[src/rtl/clock_pkg.sv]
// clock_pkg: shared definitions for the clock subsystem.
//   ps_state_t          - phase-shift sequencer states
//   PS_STEPS_PER_CYCLE  - default fine steps per MMCM output period
//   PS_TIMEOUT          - default psdone wait limit in psclk cycles
//   wrap_step()         - one fine step of phase position with modular wrap
package clock_pkg;

  typedef enum logic [2:0] {
    PS_IDLE   = 3'd0,
    PS_PULSE  = 3'd1,
    PS_WAIT   = 3'd2,
    PS_FINISH = 3'd3,
    PS_FAULT  = 3'd4
  } ps_state_t;

  localparam int unsigned PS_STEPS_PER_CYCLE = 32'd448;
  localparam int unsigned PS_TIMEOUT         = 32'd64;

  // Move pos one step up or down inside 0..period-1, wrapping at both ends.
  function automatic logic [31:0] wrap_step(input logic [31:0] pos,
                                            input logic        inc,
                                            input logic [31:0] period);
    logic [31:0] res;
    if (inc) begin
      if (pos >= period - 32'd1) begin
        res = 32'd0;
      end else begin
        res = pos + 32'd1;
      end
    end else begin
      if (pos == 32'd0) begin
        res = period - 32'd1;
      end else begin
        res = pos - 32'd1;
      end
    end
    return res;
  endfunction

endpackage

[src/rtl/mmcm_ps_ctrl.sv]
// mmcm_ps_ctrl: MMCM dynamic fine phase-shift sequencer.
// Turns a signed step request into single-cycle psen pulses, each one
// handshaked against psdone, and tracks the phase position modulo one
// output period. Runs entirely in the psclk domain.
//
// Ports:
//   clk, rst_n           psclk and asynchronous active-low reset
//   locked               MMCM lock (synchronous to clk); loss aborts and zeroes position
//   req_valid/req_ready  request handshake, req_steps signed step count
//   clear_err            clears the sticky err_timeout flag and leaves FAULT
//   psen/psincdec/psdone MMCM phase-shift port
//   busy, done           request in progress / single-cycle completion pulse
//   err_timeout          sticky: psdone missing for TIMEOUT cycles
//   position             accumulated phase, 0..STEPS_PER_CYCLE-1
//
// Optional feature macro: MMCM_PS_CTRL_STATS_EN adds step_total (32-bit
// wrapping count of completed steps) and timeout_cnt (16-bit saturating
// count of timeout events).
module mmcm_ps_ctrl
  import clock_pkg::*;
#(
  parameter int unsigned STEP_W          = 12,
  parameter int unsigned POS_W           = 16,
  parameter int unsigned STEPS_PER_CYCLE = PS_STEPS_PER_CYCLE,
  parameter int unsigned TIMEOUT         = PS_TIMEOUT
) (
  input  logic              clk,
  input  logic              rst_n,
  input  logic              locked,
  input  logic              req_valid,
  output logic              req_ready,
  input  logic [STEP_W-1:0] req_steps,
  input  logic              clear_err,
  output logic              psen,
  output logic              psincdec,
  input  logic              psdone,
  output logic              busy,
  output logic              done,
  output logic              err_timeout,
`ifdef MMCM_PS_CTRL_STATS_EN
  output logic [31:0]       step_total,
  output logic [15:0]       timeout_cnt,
`endif
  output logic [POS_W-1:0]  position
);

  localparam int unsigned TO_W = $clog2(TIMEOUT + 1);

  ps_state_t         state_r, state_s;
  logic [STEP_W-1:0] remaining_r, remaining_s;
  logic [STEP_W-1:0] req_mag_s;
  logic [STEP_W-1:0] rem_dec_s;
  logic              dir_r, dir_s;
  logic [TO_W-1:0]   to_cnt_r, to_cnt_s;
  logic [POS_W-1:0]  position_r, position_s;
  logic [31:0]       pos_wrap_s;
  logic              err_r, err_s;
  logic              req_ready_r, psen_r, busy_r, done_r;
  logic              step_evt_s, to_evt_s;

  // Magnitude of the request; the most negative value maps to 2^(STEP_W-1),
  // which still fits STEP_W bits when read as unsigned.
  assign req_mag_s  = req_steps[STEP_W-1] ? (~req_steps + STEP_W'(1)) : req_steps;
  assign rem_dec_s  = remaining_r - STEP_W'(1);
  assign pos_wrap_s = wrap_step(32'(position_r), dir_r, 32'(STEPS_PER_CYCLE));

  // Next-state and datapath: lock loss overrides every state-specific action.
  always_comb begin
    state_s     = state_r;
    remaining_s = remaining_r;
    dir_s       = dir_r;
    to_cnt_s    = to_cnt_r;
    position_s  = position_r;
    step_evt_s  = 1'b0;
    to_evt_s    = 1'b0;
    if (clear_err) begin
      err_s = 1'b0;
    end else begin
      err_s = err_r;
    end

    if (!locked) begin
      // The MMCM reset that follows lock loss discards the phase.
      state_s     = PS_IDLE;
      remaining_s = '0;
      position_s  = '0;
    end else begin
      case (state_r)
        PS_IDLE: begin
          if (req_valid && req_ready_r) begin
            dir_s       = ~req_steps[STEP_W-1];
            remaining_s = req_mag_s;
            if (req_mag_s == '0) begin
              state_s = PS_FINISH;
            end else begin
              state_s = PS_PULSE;
            end
          end else begin
            state_s = PS_IDLE;
          end
        end
        PS_PULSE: begin
          to_cnt_s = '0;
          state_s  = PS_WAIT;
        end
        PS_WAIT: begin
          if (psdone) begin
            step_evt_s  = 1'b1;
            remaining_s = rem_dec_s;
            position_s  = pos_wrap_s[POS_W-1:0];
            if (rem_dec_s == '0) begin
              state_s = PS_FINISH;
            end else begin
              state_s = PS_PULSE;
            end
          end else if (to_cnt_r == TO_W'(TIMEOUT - 1)) begin
            // Setting the flag wins over a simultaneous clear request.
            err_s    = 1'b1;
            to_evt_s = 1'b1;
            state_s  = PS_FAULT;
          end else begin
            to_cnt_s = to_cnt_r + TO_W'(1);
          end
        end
        PS_FINISH: begin
          state_s = PS_IDLE;
        end
        PS_FAULT: begin
          if (clear_err) begin
            state_s = PS_IDLE;
          end else begin
            state_s = PS_FAULT;
          end
        end
        default: begin
          state_s = PS_IDLE;
        end
      endcase
    end
  end

  // State, datapath and registered outputs decoded from the next state.
  always_ff @(posedge clk or negedge rst_n) begin
    if (!rst_n) begin
      state_r     <= PS_IDLE;
      remaining_r <= '0;
      dir_r       <= 1'b0;
      to_cnt_r    <= '0;
      position_r  <= '0;
      err_r       <= 1'b0;
      req_ready_r <= 1'b0;
      psen_r      <= 1'b0;
      busy_r      <= 1'b0;
      done_r      <= 1'b0;
    end else begin
      state_r     <= state_s;
      remaining_r <= remaining_s;
      dir_r       <= dir_s;
      to_cnt_r    <= to_cnt_s;
      position_r  <= position_s;
      err_r       <= err_s;
      req_ready_r <= (state_s == PS_IDLE) && locked;
      psen_r      <= (state_s == PS_PULSE);
      busy_r      <= (state_s != PS_IDLE);
      done_r      <= (state_s == PS_FINISH);
    end
  end

  assign req_ready   = req_ready_r;
  assign psen        = psen_r;
  assign psincdec    = dir_r;
  assign busy        = busy_r;
  assign done        = done_r;
  assign err_timeout = err_r;
  assign position    = position_r;

`ifdef MMCM_PS_CTRL_STATS_EN
  logic [31:0] step_total_r;
  logic [15:0] timeout_cnt_r;

  // Statistics: wrapping step count and saturating timeout count.
  always_ff @(posedge clk or negedge rst_n) begin
    if (!rst_n) begin
      step_total_r  <= 32'd0;
      timeout_cnt_r <= 16'd0;
    end else begin
      if (step_evt_s) begin
        step_total_r <= step_total_r + 32'd1;
      end else begin
        step_total_r <= step_total_r;
      end
      if (to_evt_s && (timeout_cnt_r != 16'hFFFF)) begin
        timeout_cnt_r <= timeout_cnt_r + 16'd1;
      end else begin
        timeout_cnt_r <= timeout_cnt_r;
      end
    end
  end

  assign step_total  = step_total_r;
  assign timeout_cnt = timeout_cnt_r;
`endif

endmodule

[config.mk]
export PLATFORM = sky130hd
export DESIGN_NAME = mmcm_ps_ctrl
export DESIGN_NICKNAME = d
export VERILOG_FILES = /design/src/rtl/clock_pkg.sv /design/src/rtl/mmcm_ps_ctrl.sv
export SDC_FILE = /design/constraint.sdc
export NUM_CORES = 1
export LEC_CHECK = 0
export CAP_MARGIN = 40
export CORE_UTILIZATION = 45
export CTS_CLUSTER_DIAMETER = 150
export DETAILED_ROUTE_END_ITERATION = 7
export GPL_TIMING_DRIVEN = 1
export PLACE_DENSITY = 0.66
export SYNTH_ARGS = -nofsm -noshare
export SYNTH_HDL_FRONTEND = slang
export SYNTH_SLANG_ARGS = --single-unit
export TNS_END_PERCENT = 100
[constraint.sdc]
create_clock -name clk -period 5.1 [get_ports clk]
set_clock_uncertainty 0.15 [all_clocks]
set_input_delay 1.53 -clock clk [delete_from_list [all_inputs] [get_ports clk]]
set_output_delay 1.53 -clock clk [all_outputs]
set_load 0.02 [all_outputs]
==> impl_metrics.tcl <==
set metrics [dict create \
    n_antenna_cell 0 \
    dieArea_sq_mm 0.007972 \
    numCtsBuffers 5 \
    p_leak_nw 1.569 \
    yosys-top-cells-count "o21ai_0 (50), dfrtp_1 (44), nand2_1 (44)" \
    first_pass_iters 5 \
    synth_edf_count 0 \
    critPathRequiredTime_ps 5120 \
    fin_nets 475 \
    postSynth.asyncResetShare 1.000 \
    synth_top_area_share 0.3212 \
    critPathKind "in -> reg" \
    clk_path_buf_depth 2 \
    outcome "finished, final reports clean" \
    place_congestion 0.8844 \
    synthCells 426 \
    synth_area_leader_cell "dfrtp_1" \
    start_util 0.4701 \
    finalSetupViolations 0 \
    viasPerCell 6.044 \
    start_kind "input port" \
    fin_crit_sh 0.7681 \
    hold_buffers 0 \
    synth.most_common_cell "o21ai_0" \
    synth_top_family_by_area "simple AND/OR/NAND/NOR gates" \
    drc 0 \
    cts_root_buf "clkbuf_8" \
    max_freq_mhz 255.3 \
    yosysWarnings 0 \
    yosys-top-cells-area "dfrtp_1 (32%), o21ai_0 (7.3%), nand2_1 (4.8%), nor2_1 (3.8%), a21oi_1 (3.2%)" \
    cts_tree "yes" \
    hp-class "reg -> reg" \
    grt_pass1_vias 2958 \
    tightest_slew_ps 958.8 \
    drt_iter0_drc 218 \
    rsz0062_at_grt "no" \
    clock-sinks 44 \
    drt_wl_total_mm 8.689 \
    ir_worst_vdd_mv 0.1295 \
    area_growth_pct 14.38 \
    clk_pin_slew_worst_paths_ps 90 \
    antenna_found_initial 0 \
    cts-htree-levels 2 \
    synth-main-ff-cell "dfrtp_1" \
    maxSlewViolCount 0 \
    syn-num-nets 451 \
    maxCapViolations 0 \
    synth.avg_cell_area_sq_um 8.048 \
    synthMuxAreaShare 0.009124 \
    yosys.area_share.simple 0.2989 \
    crit_fanout 5 \
    p_per_area_mw_per_mm2 245.5 \
    slew_headroom 0.3601 \
    die_w_microns 89.29 \
    syn_area_sq_mm 0.003428 \
    grt_pass1_wl_mm 14.42 \
    wl_per_cell_microns 15.80 \
    synth_compound_area_frac 0.2409 \
    cts_resized 0 \
    ys_seq_area_frac 0.3212 \
    synthAdderAreaFrac 0.02555 \
    cp.arrival_ps 3940 \
    numPortBuffers 39 \
    finalHoldViolCount 0 \
    clock_latency_ps 310 \
    grt_usage 0.2339 \
    vias 3324 \
    ys_types 74 \
    synth-xor-area-share 0.03832 \
    io_pins 40 \
    die_h_microns 89.29 \
    postCtsSetupBuffers 0 \
    grt_max_degree 37 \
    worst_hold_slack_ps 350.1 \
    synth-seq-cells 44 \
    min_period_ps 3917 \
    grt-ovfl-total 0 \
    ant_nets 0 \
    fp-row-count 31 \
    fin_setup_tns_ps 0 \
    drive_above_1_share 0.06430 \
    n_fill_cell 720 \
    dp_hpwl_mm 6.331 \
    crit_path_end_kind "register" \
    coreArea_sq_mm 0.007292 \
]
-- layout by cell type, fill, tap and decap left out, types with 3 or more instances in the layout --
cell,count
o21ai_0,50
a31oi_1,5
a21oi_1,22
dfrtp_1,44
nor3_1,22
xnor2_1,6
a21o_1,3
nor2_1,35
a22oi_1,3
and3_1,4
inv_1,16
or4_1,5
o22ai_1,3
o31ai_1,7
nand2_1,44
nor3b_1,3
ha_1,7
a21boi_0,7
xor2_1,9
or3_1,8
and2_1,5
o211ai_1,5
nor2b_1,3
clkbuf_8,5
nand3_1,18
nor4_1,6
nand4_1,4
nand4b_1,5
nand2b_1,6
clkdlybuf4s50_1,38
-- through the flow --
stage / utilization / instance area, sq um / instances / power [mW] / worst slack (ps)
2_1_floorplan: - / 3428 / 426 / 0.6202 / 1498
3_3_place_gp: 0.5197 / 3790 / 541 / 0.6827 / 913.0
3_5_place_dp: 0.5225 / 3810 / 542 / 0.6904 / 853.5
4_1_cts: 0.5377 / 3921 / 550 / 0.9652 / 1172
5_1_grt: 0.5377 / 3921 / 550 / 1.021 / 985.0
6_report: 0.5377 / 3921 / 550 / 0.9627 / 1183
-- metal layers --
| metal | vias to the layer above | wire length [microns] | GRT usage | share of wire |
|---|---|---|---|---|
| li1 | 1613 | - | - | - |
| met1 | 1603 | 4103 | 0.3231 | 0.47 |
| met2 | 95 | 4050 | 0.3803 | 0.47 |
| met3 | 13 | 394 | 0.03139 | 0.045 |
| met4 | 0 | 141 | 0.07504 | 0.016 |
| met5 | - | 0 | 0 | 0 |
-- cell type report --
type                       count  area (sq um)  share of cell area
clock buffer                   5         68.82             0.01755
clock inverter                 3         42.54             0.01085
inverter                      17         63.81             0.01627
timing repair buffer          42         420.4              0.1072
tap                           99         123.9             0.03159
sequential                    44          1101              0.2808
multi-input combinational    340          2101              0.5357
-- worst paths after layout --
| kind | start | to | slack, ps | depth (start not counted) |
|---|---|---|---|---|
| max in group asynchronous | rst_n | remaining_r[1] | 3390 | 2 |
| setup reg to reg | state_r[1] | position[10] | 2210 | 6 |
| min in group asynchronous | rst_n | position[5] | 930 | 1 |
| hold reg to reg | to_cnt_r[5] | to_cnt_r[5] | 350 | 1 |
| setup / recovery | req_steps[1] | busy | 1180 | 9 |
| hold / removal | to_cnt_r[5] | to_cnt_r[5] | 350 | 1 |
-- cells by family (layout without fill, tap and decap cells) --
kind of cell	after synthesis	after routing
compound gates	128	128
xor+xnor	15	15
fa+ha+maj	7	7
buf+inv	42	67
flops	44	44
mux	3	3
simple gates	187	187
-- report_power, final --
group	internal, mW	switching (mW)	leakage (nW)
clock	0.145	0.128	0.0541
combinational	0.117	0.172	0.909
sequential	0.364	0.0373	0.606
-- critical path: stages --
cell	delay [ps]
clkdlybuf4s50_1	440
inv_1	90
ha_1	240
or3b_2	510
o2111ai_1	180
or3b_1	370
o311a_1	140
a2111oi_2	370
nor2_1	70
-- flip-flops by register name (all words and copies together), names as in the netlist --
register and cells:
done 1, psen 1, req_ready 1, remaining_r 12, psincdec 1, position 16
busy 1, err_timeout 1, to_cnt_r 7, state_r 3
Note: power is estimated with default switching activity, not from simulation.
==> edit: new RTL, config.mk and constraints unchanged <==
`POS_W`: 16 -> 32.
--- a/src/rtl/mmcm_ps_ctrl.sv
+++ b/src/rtl/mmcm_ps_ctrl.sv
@@ -20,7 +20,7 @@
   import clock_pkg::*;
 #(
   parameter int unsigned STEP_W          = 12,
-  parameter int unsigned POS_W           = 16,
+  parameter int unsigned POS_W           = 32,
   parameter int unsigned STEPS_PER_CYCLE = PS_STEPS_PER_CYCLE,
   parameter int unsigned TIMEOUT         = PS_TIMEOUT
 ) (
Ports: changed (resized position); port bits go from 40 to 56. The function was not compared with the original's and may differ.
==> edit against the original RTL <==
Routed wire length is 55% higher. Total power is 130% higher. Final area is 40% higher. Non-clock buffer count is 27 higher. Sequential cell count is 16 higher. Critical path type unchanged. First-iteration DRC count is 48% higher. Clock power is 110% higher. Setup slack worse by 280 ps. Synthesized area is 34% higher. Highest routed layer unchanged. Sequential power is 64% higher.
==> edit: results (changes against the original RTL) <==
[power_and_ir_drop]
p_sw_share_pct = 40.6  ; was 35.0%
pg_comb_w = 0.000937  ; was 0.000288 W
power_frac_seq_pct = 30.3  ; was 41.7%
power_leakage_nw = 2.18  ; was 1.57 nW

[setup_path]
reg2reg_slack_ps = 1990  ; was 2210 ps
reg2reg_depth = 7  ; was 6
endpoint = psen  ; was busy
r2r-end = position[11]  ; was position[10]
slowest_delay_ps = 580  ; was 510 ps
critPathArrivalTime_ps = 4270  ; was 3940 ps

[place]
port_buffers = 55  ; was 39
dp_slack_ps = 566  ; was 854 ps
hpwl_mm = 9.74  ; was 6.33 mm
postPlaceCellArea_sq_mm = 0.00524  ; was 0.00381 sq mm

[final_layout]
clkCellAreaFrac_pct = 4.81  ; was 2.84%
drive_gt1_share_pct = 6.33  ; was 6.43%
register_area_sq_mm = 0.00150  ; was 0.00110 sq mm
nonClkBufAreaFrac_pct = 12.2  ; was 10.7%
nFillCells = 968  ; was 720
multi_input_area_share_pct = 51.8  ; was 53.6%
clkbuf_count = 12  ; was 5
inv_count = 14  ; was 17
multi_input_cells = 473  ; was 340
fin_nets = 652  ; was 475
n_all_buffers = 69  ; was 42

[drt]
drtIter0Drc = 322  ; was 218
routed_wl_mm = 13.5  ; was 8.69 mm
vias_per_cell = 6.19  ; was 6.04

[cts]
htree_levels = 3  ; was 2
clk_pin_slew_ps = 70  ; was 90 ps
cts_sinks = 60  ; was 44
clk_latency_ps = 340  ; was 310 ps
numCtsBuffers = 9  ; was 5

[synthesis]
synth_nets = 614  ; was 451
yosysUniqueCellTypes = 68  ; was 74
yosysSeqAreaShare_pct = 32.8  ; was 32.1%
synthTopCellsByArea = dfrtp_1 (33%), o21ai_0 (5.1%), nor2_1 (4.5%)  ; was dfrtp_1 (32%), o21ai_0 (7.3%), nand2_1 (4.8%)

[timing]
worstMarginPinSlew_ps = 947  ; was 959 ps
fmax_mhz = 238  ; was 255 MHz

[global_routing]
grt_max_degree = 33  ; was 37
grtUsageTotal_pct = 27.6  ; was 23.4%
grt_pass1_wl_mm = 22.5  ; was 14.4 mm

[outcome]
status = finished, final reports clean  ; unchanged

## edit: per-layer routing
metal,track usage (%),up-vias,wire length [microns]
met5,0,-,0
met4,12.4,0,299
met3,5.02,27,788
met2,45.8,190,6680
met1,35.0,2259,5730
li1,-,2258,-
## edit: metrics by stage
step	power, W	hold WS, ps	cells
after floorplan	0.00127	296	589
after global placement	0.00157	322	748
after detailed placement	0.00158	320	749
after CTS	0.00217	338	765
after global routing	0.00231	377	765
final	0.00217	343	765
## edit: logic make-up after synthesis
kind of cell	Yosys count	share of synthesized area, %
xor+xnor	36	6.88
mux	1	0.219
buf+inv	56	5.08
compound gates	155	21.1
flops	60	32.8
fa+ha+maj	7	1.91
simple gates	274	32.1
## edit: worst register-to-register path, stage by stage, from the launching register on
cell and delay (ps):
dfrtp_1 480, nor4_1 860, and4_1 400, o211ai_1 330
a21boi_0 370, o21ai_1 90, buf_4 230, nor2_1 140
